==> config.mk <==
export PLATFORM = sky130hd
export DESIGN_NAME = front_panel_entry
export DESIGN_NICKNAME = d
export VERILOG_FILES = /design/src/rtl/front_panel_entry.sv
export SDC_FILE = /design/constraint.sdc
export NUM_CORES = 1
export LEC_CHECK = 0
export CAP_MARGIN = 20
export CORE_UTILIZATION = 50
export DETAILED_ROUTE_END_ITERATION = 10
export PLACE_DENSITY = 0.77
export SYNTH_ARGS = -nofsm -noshare
export SYNTH_HDL_FRONTEND = slang
export SYNTH_SLANG_ARGS = --single-unit
==> constraint.sdc <==
create_clock -name clk -period 5.4 [get_ports clk]
set_clock_uncertainty 0.2 [all_clocks]
set_input_delay 0.54 -clock clk [delete_from_list [all_inputs] [get_ports clk]]
set_output_delay 0.54 -clock clk [all_outputs]
set_load 0.1 [all_outputs]
==> src/rtl/front_panel_entry.sv <==
// Front-panel command sequencer: collects keypad hex digits into an entry
// buffer and turns command keys into memory / CPU-register write transactions.
module front_panel_entry (
  input  logic        clk,
  input  logic        rst,
  input  logic [15:0] key_hex,
  input  logic        key_load,
  input  logic        key_storeinc,
  input  logic        key_dec,
  input  logic        key_toA,
  input  logic        key_toX,
  input  logic        key_toY,
  input  logic        key_toSP,
  input  logic        key_toPC,
  input  logic        halted,
  output logic        mem_req,
  output logic        mem_we,
  output logic [15:0] mem_addr,
  output logic [7:0]  mem_wdata,
  input  logic        mem_ack,
  input  logic [7:0]  mem_rdata,
  output logic        reg_req,
  output logic [2:0]  reg_sel,
  output logic [15:0] reg_data,
  input  logic        reg_ack,
  output logic [15:0] disp_addr,
  output logic [7:0]  disp_data,
  output logic [15:0] entry,
  output logic [2:0]  ndigits,
  output logic        busy
);

  localparam int unsigned AW = 16;
  localparam int unsigned DW = 8;
  localparam int unsigned NW = 3;
  localparam int unsigned SW = 3;

  typedef enum logic [1:0] {S_IDLE, S_READ, S_WRITE, S_REG} state_t;

  state_t          state_q, state_d;
  logic            mem_req_q, mem_req_d;
  logic            mem_we_q, mem_we_d;
  logic [AW-1:0]   mem_addr_q, mem_addr_d;
  logic [DW-1:0]   mem_wdata_q, mem_wdata_d;
  logic            reg_req_q, reg_req_d;
  logic [SW-1:0]   reg_sel_q, reg_sel_d;
  logic [AW-1:0]   reg_data_q, reg_data_d;
  logic [AW-1:0]   disp_addr_q, disp_addr_d;
  logic [DW-1:0]   disp_data_q, disp_data_d;
  logic [AW-1:0]   entry_q, entry_d;
  logic [NW-1:0]   ndigits_q, ndigits_d;
  logic            busy_q, busy_d;

  logic            cmd_any_c;
  logic [3:0]      hex_digit_c;
  logic [SW-1:0]   reg_sel_c;

  assign cmd_any_c = key_load | key_storeinc | key_dec | key_toPC |
                     key_toA | key_toX | key_toY | key_toSP;

  // Lowest set hex key wins; higher simultaneous bits are dropped.
  always_comb begin
    hex_digit_c = 4'd0;
    for (int i = 15; i >= 0; i--) begin
      if (key_hex[i]) hex_digit_c = 4'(i);
    end
  end

  // Register target select in transfer priority order PC > A > X > Y > SP.
  always_comb begin
    reg_sel_c = 3'd3;
    if (key_toPC)     reg_sel_c = 3'd4;
    else if (key_toA) reg_sel_c = 3'd0;
    else if (key_toX) reg_sel_c = 3'd1;
    else if (key_toY) reg_sel_c = 3'd2;
  end

  // Next-state and registered-output logic.
  always_comb begin
    state_d     = state_q;
    mem_req_d   = mem_req_q;
    mem_we_d    = mem_we_q;
    mem_addr_d  = mem_addr_q;
    mem_wdata_d = mem_wdata_q;
    reg_req_d   = reg_req_q;
    reg_sel_d   = reg_sel_q;
    reg_data_d  = reg_data_q;
    disp_addr_d = disp_addr_q;
    disp_data_d = disp_data_q;
    entry_d     = entry_q;
    ndigits_d   = ndigits_q;

    unique case (state_q)
      S_IDLE: begin
        if (cmd_any_c) begin
          // A command pulse always swallows hex pulses, even when ignored.
          if (halted) begin
            if (key_load) begin
              disp_addr_d = entry_q;
              mem_addr_d  = entry_q;
              mem_req_d   = 1'b1;
              mem_we_d    = 1'b0;
              entry_d     = '0;
              ndigits_d   = '0;
              state_d     = S_READ;
            end else if (key_storeinc) begin
              mem_addr_d  = disp_addr_q;
              mem_wdata_d = entry_q[DW-1:0];
              mem_req_d   = 1'b1;
              mem_we_d    = 1'b1;
              state_d     = S_WRITE;
            end else if (key_dec) begin
              disp_addr_d = disp_addr_q - AW'(1);
              mem_addr_d  = disp_addr_q - AW'(1);
              mem_req_d   = 1'b1;
              mem_we_d    = 1'b0;
              state_d     = S_READ;
            end else begin
              reg_req_d   = 1'b1;
              reg_sel_d   = reg_sel_c;
              reg_data_d  = key_toPC ? entry_q : {8'h00, entry_q[7:0]};
              state_d     = S_REG;
            end
          end
        end else if (|key_hex) begin
          entry_d = {entry_q[11:0], hex_digit_c};
          if (ndigits_q != NW'(4)) ndigits_d = ndigits_q + NW'(1);
        end
      end

      S_READ: begin
        if (mem_ack) begin
          disp_data_d = mem_rdata;
          mem_req_d   = 1'b0;
          state_d     = S_IDLE;
        end
      end

      S_WRITE: begin
        // Write completion chains straight into a display-refresh read.
        if (mem_ack) begin
          disp_addr_d = disp_addr_q + AW'(1);
          mem_addr_d  = disp_addr_q + AW'(1);
          mem_we_d    = 1'b0;
          entry_d     = '0;
          ndigits_d   = '0;
          state_d     = S_READ;
        end
      end

      S_REG: begin
        if (reg_ack) begin
          reg_req_d = 1'b0;
          entry_d   = '0;
          ndigits_d = '0;
          state_d   = S_IDLE;
        end
      end

      default: state_d = S_IDLE;
    endcase

    busy_d = (state_d != S_IDLE);
  end

  // State and output registers with synchronous reset.
  always_ff @(posedge clk) begin
    if (rst) begin
      state_q     <= S_IDLE;
      mem_req_q   <= 1'b0;
      mem_we_q    <= 1'b0;
      mem_addr_q  <= '0;
      mem_wdata_q <= '0;
      reg_req_q   <= 1'b0;
      reg_sel_q   <= '0;
      reg_data_q  <= '0;
      disp_addr_q <= '0;
      disp_data_q <= '0;
      entry_q     <= '0;
      ndigits_q   <= '0;
      busy_q      <= 1'b0;
    end else begin
      state_q     <= state_d;
      mem_req_q   <= mem_req_d;
      mem_we_q    <= mem_we_d;
      mem_addr_q  <= mem_addr_d;
      mem_wdata_q <= mem_wdata_d;
      reg_req_q   <= reg_req_d;
      reg_sel_q   <= reg_sel_d;
      reg_data_q  <= reg_data_d;
      disp_addr_q <= disp_addr_d;
      disp_data_q <= disp_data_d;
      entry_q     <= entry_d;
      ndigits_q   <= ndigits_d;
      busy_q      <= busy_d;
    end
  end

  assign mem_req   = mem_req_q;
  assign mem_we    = mem_we_q;
  assign mem_addr  = mem_addr_q;
  assign mem_wdata = mem_wdata_q;
  assign reg_req   = reg_req_q;
  assign reg_sel   = reg_sel_q;
  assign reg_data  = reg_data_q;
  assign disp_addr = disp_addr_q;
  assign disp_data = disp_data_q;
  assign entry     = entry_q;
  assign ndigits   = ndigits_q;
  assign busy      = busy_q;

endmodule

* After elaboration in Yosys (flattened, before gate mapping)
Cells that the tools add are included.
** Word-level totals
- Output and inout port bits :: 90
- Logic and storage cells :: 138
- Memories :: 0
- Bits of input ports :: 37
- Bits in latches :: 0
- Bits in writable memories :: 0
- Bits in read-only memories :: 0
- Register bits after elaboration :: 92
** Cells by class
- Mux-type cells :: 77
- Equal/unequal tests :: 19
- Shift-type cells :: 0
- Divide/modulo/power cells :: 0
- Add/subtract/negate cells :: 3
- $lt $le $gt $ge :: 0
- Reductions and logical operators :: 16
- Bitwise logic cells :: 10
- Multiply operators :: 0
** Operators by type and width (count)
- 2-to-1 mux 16 bit :: 17
- 2-to-1 mux 4 bit :: 16
- one-hot mux 16 bit (2 select lines) :: 2
- one-hot mux 16 bit (3 select lines) :: 1
- 2-to-1 mux 3 bit :: 8
- inequality test 3 bit (second input constant) :: 7
- 2-to-1 mux 2 bit :: 10
- 2-to-1 mux 1 bit :: 18
- AND reduction 6 bit :: 3
- adder 16 x 1 -> 16 bit (second input constant) :: 1
- inequality test 2 bit (second input constant) :: 8
- OR reduction 16 bit :: 1
- subtractor 16 x 1 -> 16 bit (second input constant) :: 1
- AND reduction 5 bit :: 3
- AND reduction 7 bit :: 2
- one-hot mux 3 bit (3 select lines) :: 1
- one-hot mux 2 bit (4 select lines) :: 1
- nonzero test 2 bit :: 4
- bitwise OR 1 bit :: 7
- one-hot mux 1 bit (2 select lines) :: 3
- equality test 2 bit (second input constant) :: 2
- inequality test 4 bit (second input constant) :: 1
- adder 3 x 1 -> 3 bit (second input constant) :: 1
- inverter 1 bit :: 3
- other kinds (4) :: 4

* Logic depth before layout (Yosys ltp)
Gate-level depths: netlist of run 1.
- Word-level depth :: 19
- Gate-level depth with buffers :: 8
- Depth with buffers taken out :: 7

* Least setup slack after synthesis of run 1
No wires, ideal clock.
- Path type :: flip-flop to flip-flop
- From :: register disp_addr_q[0] (netlist: disp_addr[0])
- To :: register disp_addr_q[8] (netlist: disp_addr[8])
- Path slack :: 2.422 ns
- Stages on the path, launching flop included :: 9
- Clock period less this slack :: 2.978 ns
- Buffers on the path :: 1
- Arrival :: 2.703 ns
- Required time :: 5.126 ns
- Setup time :: 0.074 ns
- Cells stage by stage :: dfxtp_1 -> clkbuf_1 -> inv_1 -> ha_1 -> nor4b_1 -> and2_1 -> a22oi_1 -> or3_1 -> a31oi_1
** Between the ends
- Word-level cells in the longest chain between the ends :: 7
- Elaborated cells between the ends (all ways) :: 9
- Classes of those cells :: 2 x add/sub; 7 x mux
** Ends and longest elaborated chain
- from (decl) :: RTL line 48 : logic [AW-1:0] disp_addr_q, disp_addr_d;
- from (signal assigned) :: RTL line 191 : disp_addr_q <= disp_addr_d;
- subtractor 16 x 1 -> 16 bit :: RTL line 113 : disp_addr_d = disp_addr_q - AW'(1);
- 2-to-1 mux 16 bit :: RTL line 112 : end else if (key_dec) begin
- 2-to-1 mux 16 bit :: RTL line 106 : end else if (key_storeinc) begin
- 2-to-1 mux 16 bit :: RTL line 98 : if (key_load) begin
- 2-to-1 mux 16 bit :: RTL line 97 : if (halted) begin
- 2-to-1 mux 16 bit :: RTL line 95 : if (cmd_any_c) begin
- one-hot mux 16 bit (2 select lines) * :: RTL line 93 : unique case (state_q)
Mark *: on every way between the ends. The rest lies on a longest branch, timed or not. The select of a mux whose other input is x is not followed.
A chain may end at the register's enable or synchronous reset.

* Final worst setup path of run 1
- From :: input key_load
- To :: register entry_q[10] (netlist: entry[10])
** Between the ends
- Word-level cells in the longest chain between the ends :: 9
- Elaborated cells between the ends (all ways) :: 13
- Classes of those cells :: 3 x eq/ne; 2 x mux; 7 x bitwise; 1 x reduce/logical
** Ends and longest elaborated chain
- from (decl) :: RTL line 7 : input logic key_load,
- bitwise OR 1 bit (4 in a row) :: RTL line 58 : assign cmd_any_c = key_load | key_storeinc | key_dec | key_toPC |
- bitwise OR 1 bit (3 in a row) :: RTL line 59 : key_toA | key_toX | key_toY | key_toSP;
- inequality test 3 bit (no line) or 2-to-1 mux 16 bit (tied branches)
- AND reduction 6 bit (no line) or one-hot mux 16 bit (3 select lines) (tied branches)
- to (signal assigned) :: RTL line 193 : entry_q <= entry_d;
- to (decl) :: RTL line 50 : logic [AW-1:0] entry_q, entry_d;
Parallel ways exist; a longest one is shown, timed or not.

==> flow_metrics.tcl, run 1 <==
set metrics [dict create \
    whs_ns 0.2634 \
    synth_area_leaders "dfxtp_1 (36%), a21oi_1 (6.9%), nand2_1 (5.7%), nor2_1 (4.4%), o21ai_0 (4.3%)" \
    path_delay_family "simple AND/OR/NAND/NOR gates" \
    fillCellCount 877 \
    cts_setup_buffers 0 \
    place.detailed.hpwl_mm 11.01 \
    overflow 0 \
    yosys.area.top_type "dfxtp_1" \
    drive_gt1_frac 0.04264 \
    power.density_nw_per_um2 280.0 \
    worstSkewPairLatency_ns 0.37 \
    rsz0062_at_grt "false" \
    ir_worst_vdd_uv 171.8 \
    first_global_vias 5145 \
    clockBufferDepth 2 \
    ant_nets 0 \
    coreArea_um2 9819 \
    clock-sinks 92 \
    path_clk_slew_ns 0.11 \
    drt-initial-drc-count 307 \
    rows 36 \
    fin_tns_setup_ns 0 \
    cts_tree "yes" \
    grt_max_degree 53 \
    synth-edff-count 0 \
    synth_top_area_frac 0.3623 \
    first_pass_iters 6 \
    viasPerCell 6.110 \
    num_antenna_cells 0 \
    design_power_total_mw 1.841 \
    async_reset_ff_frac 0 \
    multi_input_area_um2 2959 \
    post-route-drc-count 0 \
    synth_seq_cells 92 \
    antenna_found_initial 0 \
    cp_data_required_time_ns 5.50 \
    drv_slew 0 \
    worst_pin_slew_ns 0.9981 \
    setup.worst_path.start_class "input pin" \
    synth_warnings 0 \
    crit_buf_inv 3 \
    port_buffers 126 \
    seqCellArea_um2 1842 \
    die_w_um 102.8 \
    post-route-min-period_ns 3.299 \
    finalHoldViolCount 0 \
    critPathArrivalTime_ns 3.40 \
    track_usage 0.3038 \
    grt_pass1_wl_mm 25.12 \
    synthTopCellsByCount "dfxtp_1 (92), nand2_1 (77), a21oi_1 (70)" \
    start_util 0.5177 \
    netlist-cell-type-count 59 \
    routed_wl_mm 15.90 \
    gp_congestion 0.9089 \
    critPathCaptureType "flip-flop" \
    final_nets 810 \
    cap_viol_max_count 0 \
    slowest_stage "or4_1" \
    pin_count 127 \
    ys_seq_area_frac 0.3623 \
    die_h_um 102.8 \
    fmax_ghz 0.3031 \
    slew-limit-headroom 0.3285 \
    cp_max_fo 43 \
    finalSetupViolCount 0 \
    wl_per_cell_um 17.53 \
    syn_area_um2 5084 \
    path_cells "clkdlybuf4s50_1, buf_4, or3_1, or4_1, a211oi_1, buf_2, nand2_1, a21oi_1" \
    critPathKind "input pin to flip-flop" \
    ys.flop_type "dfxtp_1" \
    yosys.cell_count.top_type "dfxtp_1" \
    max_stage_delay_ns 0.67 \
    area_growth_pct 29.34 \
    cts-htree-levels 3 \
    syn_nets 719 \
    fin_crit_sh 0.6109 \
    via_count 5542 \
    min_path_type "flip-flop to flip-flop" \
    die-area_um2 10570 \
    cts_buffers 9 \
    hold_buffers 0 \
    cts_resized 0 \
    outcome "complete, no violations" \
    synth_cells 678 \
    cts_root_buf "clkbuf_8" \
    postSynthAreaPerCell_um2 7.498 \
    p_leak_nw 2.264 \
]
[registers in the layout (all words and copies together), names as in the netlist]
name / count
disp_addr: 16
entry: 16
mem_addr: 16
reg_data: 16
disp_data: 8
mem_wdata: 8
ndigits: 3
reg_sel: 3
state_q: 2
busy: 1
mem_req: 1
mem_we: 1
reg_req: 1
[final cells by class]
cell class	instances	area share
clock buffers	9	0.01884
repair buffers	136	0.2030
flip-flops and latches	92	0.2801
clock inverters	7	0.01237
well taps	133	0.02531
multi-input cells	512	0.4500
inverters	18	0.01028
[report_power, final]
| part | switching (mW) | leakage [nW] | total [mW] | internal, mW |
|---|---|---|---|---|
| clock | 0.293 | 0.103 | 0.477 | 0.184 |
| combinational | 0.417 | 1.41 | 0.603 | 0.185 |
| sequential | 0.0518 | 0.748 | 0.761 | 0.709 |
[worst paths after layout]
check | from | end | slack [ns] | depth (start not counted)
min | mem_addr[1]$_SDFFE_PP0P_ | mem_addr[1]$_SDFFE_PP0P_ | 0.26 | 2
max | key_load | entry[10]$_SDFFE_PP0P_ | 2.10 | 8
max reg2reg | disp_addr[2]$_SDFFE_PP0P_ | mem_addr[13]$_SDFFE_PP0P_ | 2.70 | 5
min reg2reg | mem_addr[1]$_SDFFE_PP0P_ | mem_addr[1]$_SDFFE_PP0P_ | 0.26 | 2
[cells by family (layout without fill, tap and decap cells)]
family                     Yosys count  in the layout  synth area share
DFF                                 92             92            0.3623
muxes                               10             10           0.01994
buffers and inverters               74            170           0.05562
and+or+nand+nor                    276            276            0.2658
xor gates and xnor gates            21             21           0.03618
adders and majority gates            4              4          0.009845
AOI/OAI and AO/OA                  201            201            0.2503
[metal layers]
metal  track usage  vias up  routed length, um
met5             0        -                  0
met4        0.1203        0                432
met2        0.5031      289               7511
met1        0.3806     2554               6497
li1              -     2659                  -
met3       0.07390       40               1458
[through the flow]
step                      area (um^2)  cells  worst slack, ns  utilization
after global routing             6575    907            2.033       0.6696
after global placement           6351    889            1.600       0.6468
after floorplan                  5084    678            2.422            -
after detailed placement         6351    889            1.451       0.6468
final                            6575    907            2.101       0.6696
after CTS                        6556    905            1.828       0.6677
[worst reg2reg max path, delay by kind of cell (launching register included)]
family / cells / cell delay, ns
and+or+nand+nor: 2 / 1.24
AOI/OAI and AO/OA: 3 / 0.61
DFF: 1 / 0.50
[layout by cell type, fill, tap and decap left out, types with 9 or more instances in the layout]
cell             instances
nand3_1                 40
clkbuf_8                10
nor2_1                  59
clkdlybuf4s50_1        125
nor3_1                  19
or4_1                   10
xnor2_1                 16
inv_1                   18
a21oi_1                 70
nor4_1                  16
mux2i_1                  9
a311oi_1                10
nand2_1                 77
dfxtp_1                 92
o21ai_0                 44
nand4_1                 11
a211oi_1                 9
Power figures use the tool's default switching activity.
==> run 2, diff against run 1 <==
==> constraint.sdc (replaced) <==
create_clock -name clk -period 3.35 [get_ports clk]
set_clock_uncertainty 0.2 [all_clocks]
set_input_delay 0.335 -clock clk [delete_from_list [all_inputs] [get_ports clk]]
set_output_delay 0.335 -clock clk [all_outputs]
set_load 0.1 [all_outputs]
==> run 2 against run 1 <==
Against the previous run:
- global-route usage increased by 0.083 points
- wire length up 0.67%
- via count grew 1.2%
- non-clock buffer count is 13 higher
- critical path depth shrank 2
- power up 63%
- critical endpoint is now entry[1]$_SDFFE_PP0P_
==> flow_metrics.tcl, run 2 (same netlist as run 1, synthesis figures left out) <==
set metrics [dict create \
    cts_buffers 9 \
    path_clk_slew_ns 0.11 \
    slew-limit-headroom 0.3371 \
    hold_buffers 0 \
    final_common_cell "clkdlybuf4s50_1" \
    worst_pin_slew_ns 0.9913 \
    critPathArrivalTime_ns 2.86 \
    clock-sinks 92 \
    drive_gt1_frac 0.09911 \
    stdcell_count 920 \
    drt-initial-drc-count 339 \
    cts_resized 0 \
    cts_tree "yes" \
    final_cell_mix "clkdlybuf4s50_1 (93), dfxtp_1 (92), nand2_1 (77), a21oi_1 (70), nor2_1 (59)" \
    port_buffers 126 \
    power.density_nw_per_um2 455.6 \
    finalSetupViolCount 0 \
    gp_congestion 0.9220 \
    rsz0062_at_grt "false" \
    cts_root_buf "clkbuf_8" \
    wl_per_cell_um 17.40 \
    critPathCaptureType "flip-flop" \
    preCtsSetupSlack_ns 0.2167 \
    antenna_found_initial 0 \
    outcome "complete, no violations" \
    overflow 0 \
    cp_max_fo 7 \
    die_w_um 102.8 \
    cap_viol_max_count 0 \
    die_h_um 102.8 \
    min_path_type "flip-flop to flip-flop" \
    ant_nets 0 \
    ir_worst_vdd_uv 238.0 \
    cts_setup_buffers 0 \
    fmax_ghz 0.3650 \
    pin_count 127 \
    finalHoldViolCount 0 \
    num_antenna_cells 0 \
    post-route-drc-count 0 \
    die-area_um2 10570 \
    first_global_vias 5063 \
    viasPerCell 6.095 \
    start_util 0.5177 \
    critPathKind "input pin to flip-flop" \
    coreArea_um2 9819 \
    cts-htree-levels 3 \
    setup.worst_path.start_class "input pin" \
    post-route-min-period_ns 2.740 \
    grt_pass1_wl_mm 24.95 \
    dp_cells 904 \
    worstSkewPairLatency_ns 0.39 \
    final_nets 823 \
    clockBufferDepth 2 \
    p_leak_nw 2.390 \
    first_pass_iters 5 \
    worst_slack_ns 0.6099 \
    cp_data_required_time_ns 3.47 \
    fillCellCount 856 \
    design_power_total_mw 3.007 \
    via_count 5607 \
    fin_crit_sh 0.8179 \
    drv_slew 0 \
    rows 36 \
    place.detailed.hpwl_mm 11.38 \
    routed_wl_mm 16.01 \
    fin_tns_setup_ns 0 \
    track_usage 0.3046 \
    area_growth_pct 29.81 \
    grt_max_degree 83 \
]
[run 2: cell types whose count changed in the layout (fill, tap and decap cells not counted), sizes merged]
| cell | change |
|---|---|
| clkdlybuf4s50 | -32 |
| clkbuf | -1 |
| buf | +46 |
[run 2: path summary, 6_finish.rpt]
kind                                              endpoint  slack (ns)                 startpoint  cells after the start
worst max register to register  disp_addr[13]$_SDFFE_PP0P_        0.82  disp_addr[5]$_SDFFE_PP0P_                      5
worst max-delay path                 entry[1]$_SDFFE_PP0P_        0.61                    key_dec                      6
worst min register to register    reg_data[2]$_SDFFE_PP0P_        0.26   reg_data[2]$_SDFFE_PP0P_                      2
worst min-delay path              reg_data[2]$_SDFFE_PP0P_        0.26   reg_data[2]$_SDFFE_PP0P_                      2
[run 2: layer usage]
layer	share of wire	vias up	global-route usage
met5	0	-	0
met4	0.028	0	0.1549
met3	0.078	41	0.06102
met2	0.48	260	0.4949
met1	0.42	2616	0.3842
li1	-	2690	-
[run 2: power by group]
| group | switching (mW) | internal [mW] | total (mW) |
|---|---|---|---|
| registers | 0.0794 | 1.14 | 1.22 |
| clock network | 0.489 | 0.301 | 0.790 |
| logic | 0.682 | 0.313 | 0.994 |
[run 2: area by class of cell]
cell class / count / area, um^2 / area share
sequential: 92 / 1842 / 0.2791
inverter: 18 / 67.56 / 0.01024
clock inverter: 7 / 91.34 / 0.01384
clock buffer: 9 / 123.9 / 0.01877
timing repair buffer: 149 / 1349 / 0.2044
multi-input combinational: 512 / 2959 / 0.4484
tap: 133 / 166.4 / 0.02522
[run 2: through the flow]
stage	instance area, um^2	utilization	hold slack [ns]
floorplan	5084	-	0.2528
global placement	6384	0.6501	0.2395
detailed placement	6384	0.6501	0.2457
CTS	6599	0.6720	0.2629
global route	6599	0.6720	0.2875
finish	6599	0.6720	0.2611
[run 2: worst max-delay path, stage by stage]
cell and delay, ns:
clkdlybuf4s50_1 0.48, or3_1 0.46, or4_1 0.67, or3_1 0.35
or4_1 0.40, a21oi_1 0.15
==> run 3, diff against run 2 <==
--- a/config.mk
+++ b/config.mk
@@ -6,9 +6,9 @@
 export NUM_CORES = 1
 export LEC_CHECK = 0
 export CAP_MARGIN = 20
-export CORE_UTILIZATION = 50
+export CORE_UTILIZATION = 45
 export DETAILED_ROUTE_END_ITERATION = 10
-export PLACE_DENSITY = 0.77
+export PLACE_DENSITY = 0.73
 export SYNTH_ARGS = -nofsm -noshare
 export SYNTH_HDL_FRONTEND = slang
 export SYNTH_SLANG_ARGS = --single-unit
==> constraint.sdc (replaced) <==
create_clock -name clk -period 2.35 [get_ports clk]
set_clock_uncertainty 0.2 [all_clocks]
set_input_delay 0.235 -clock clk [delete_from_list [all_inputs] [get_ports clk]]
set_output_delay 0.235 -clock clk [all_outputs]
set_load 0.1 [all_outputs]
==> run 3 against run 2 <==
Against the previous run:
- non-clock buffer count increased by 45
- via count grew 2.0%
- die area increased by 11%
- register-to-register slack lost 0.72 ns
- global-route usage shrank 1.6 points
- critical endpoint unchanged
- utilization decreased by 2.8 points
- sequential share of layout area is 1.3 points lower
==> flow_metrics.tcl, run 3 (same netlist as run 1, synthesis figures left out) <==
set metrics [dict create \
    start_util 0.4649 \
    first_global_vias 5460 \
    num_antenna_cells 0 \
    die-area_um2 11730 \
    cap_viol_max_count 0 \
    p_leak_nw 2.866 \
    final_common_cell "buf_4" \
    overflow 0 \
    antenna_found_initial 0 \
    pin_count 127 \
    cts_buffers 9 \
    track_usage 0.2884 \
    critPathCaptureType "flip-flop" \
    die_w_um 108.3 \
    min_to "reg_sel[0]$_SDFFE_PP0P_" \
    fin_tns_setup_ns 0 \
    grt_max_degree 83 \
    outcome "complete, no violations" \
    worstHoldStart "key_toY" \
    path_clk_slew_ns 0.07 \
    final_cell_mix "buf_4 (151), dfxtp_1 (78), nand2_1 (77), a21oi_1 (70), nor2_1 (58)" \
    final_nets 868 \
    fillCellCount 960 \
    hold_path_depth 4 \
    rows 38 \
    first_pass_iters 5 \
    clockBufferDepth 2 \
    critPathArrivalTime_ns 2.37 \
    via_count 5721 \
    area_growth_pct 38.57 \
    drt-initial-drc-count 332 \
    r2r_end "disp_addr[6]$_SDFFE_PP0P_" \
    slowest_stage "or4_1" \
    critPathKind "input pin to flip-flop" \
    ant_nets 0 \
    rr_startpoint "disp_addr[0]$_SDFFE_PP0P_" \
    viasPerCell 5.892 \
    setup.worst_path.start_class "input pin" \
    drive_gt1_frac 0.2431 \
    worst_slack_ns 0.06252 \
    finalHoldViolCount 0 \
    cts_root_buf "clkbuf_16" \
    path_cells "clkdlybuf4s50_1, or2_4, or4_4, or3_1, or4_1, a21oi_1" \
    max_stage_delay_ns 0.52 \
    cts-htree-levels 3 \
    coreArea_um2 10940 \
    whs_ns 0.1301 \
    drv_slew 0 \
    port_buffers 126 \
    min_path_type "input pin to flip-flop" \
    gp_congestion 0.9308 \
    reg2reg_depth 7 \
    stdcell_count 971 \
    routed_wl_mm 16.54 \
    finalSetupViolCount 0 \
    power.density_nw_per_um2 664.8 \
    preCtsSetupSlack_ns -0.3593 \
    cp_data_required_time_ns 2.44 \
    wl_per_cell_um 17.04 \
    fin_crit_sh 0.9734 \
    slew-limit-headroom 0.6676 \
    die_h_um 108.3 \
    hold_buffers 0 \
    fmax_ghz 0.4372 \
    cts_tree "yes" \
    clock-sinks 92 \
    ir_worst_vdd_uv 431.6 \
    post-route-drc-count 0 \
    dp_cells 956 \
    place.detailed.hpwl_mm 11.96 \
    worstSkewPairLatency_ns 0.35 \
    post-route-min-period_ns 2.287 \
    cp_max_fo 2 \
    worst_pin_slew_ns 0.4941 \
    r2r_slack_ns 0.10 \
    grt_pass1_wl_mm 26.53 \
]
## run 3: cell count changes in the layout (fill, tap and decap cells not counted), sizes merged
| cell | before | now |
|---|---|---|
| buf | 56 | 159 |
| clkdlybuf4s50 | 93 | 28 |
| clkinv | 5 | 1 |
| dlymetal6s2s | 0 | 7 |
| inv | 20 | 23 |
## run 3: power breakdown
| part | switching [mW] | internal (mW) | leakage (nW) | total [mW] |
|---|---|---|---|---|
| Sequential | 0.108 | 1.63 | 0.755 | 1.74 |
| Clock | 0.686 | 0.737 | 0.139 | 1.42 |
| Combinational | 1.00 | 0.517 | 1.97 | 1.52 |
| Total | 1.80 | 2.89 | 2.87 | 4.68 |
## run 3: worst max-delay path by stage
| stage | start | depth (start not counted) | to |
|---|---|---|---|
| 2_1_floorplan | key_storeinc | 7 | entry[1]$_SDFFE_PP0P_ |
| 3_3_place_gp | key_toPC | 6 | entry[1]$_SDFFE_PP0P_ |
| 3_5_place_dp | key_toPC | 6 | entry[1]$_SDFFE_PP0P_ |
| 4_1_cts | key_toPC | 6 | entry[1]$_SDFFE_PP0P_ |
| 5_1_grt | key_toSP | 6 | entry[1]$_SDFFE_PP0P_ |
| 6_report | key_toSP | 6 | entry[1]$_SDFFE_PP0P_ |
## run 3: worst max-delay path, delay by kind of cell
family          cells  cell delay (ns)
compound gates      1             0.14
buf+inv             1             0.43
simple gates        4             1.57
## run 3: metrics by stage
step	power [mW]	util	instance area, um^2
2_1_floorplan	2.817	-	5150
3_3_place_gp	3.254	0.6152	6728
3_5_place_dp	3.280	0.6152	6728
4_1_cts	4.682	0.6408	7008
5_1_grt	4.870	0.6442	7044
6_report	4.683	0.6442	7044
## run 3: metal layers
layer | GRT usage | routed length (um)
met1 | 0.3686 | 7150
met2 | 0.4977 | 8066
met3 | 0.05063 | 1103
met4 | 0.07915 | 223
met5 | 0 | 0
## run 3: cell type report
type                    instances  area (um^2)  share of cell area
multi-input cells             512         2998              0.4256
flip-flops and latches         92         1877              0.2664
repair buffers                194         1647              0.2337
clock buffers                   9        225.2             0.03197
well taps                     140        175.2             0.02487
inverters                      18        67.56            0.009591
clock inverters                 6        55.05            0.007815
## run 3: repair_timing
action / CTS / global route
setup buffers: 0 / 0
endpoints found under the setup margin: 0 / 13
resized for setup: 0 / 12
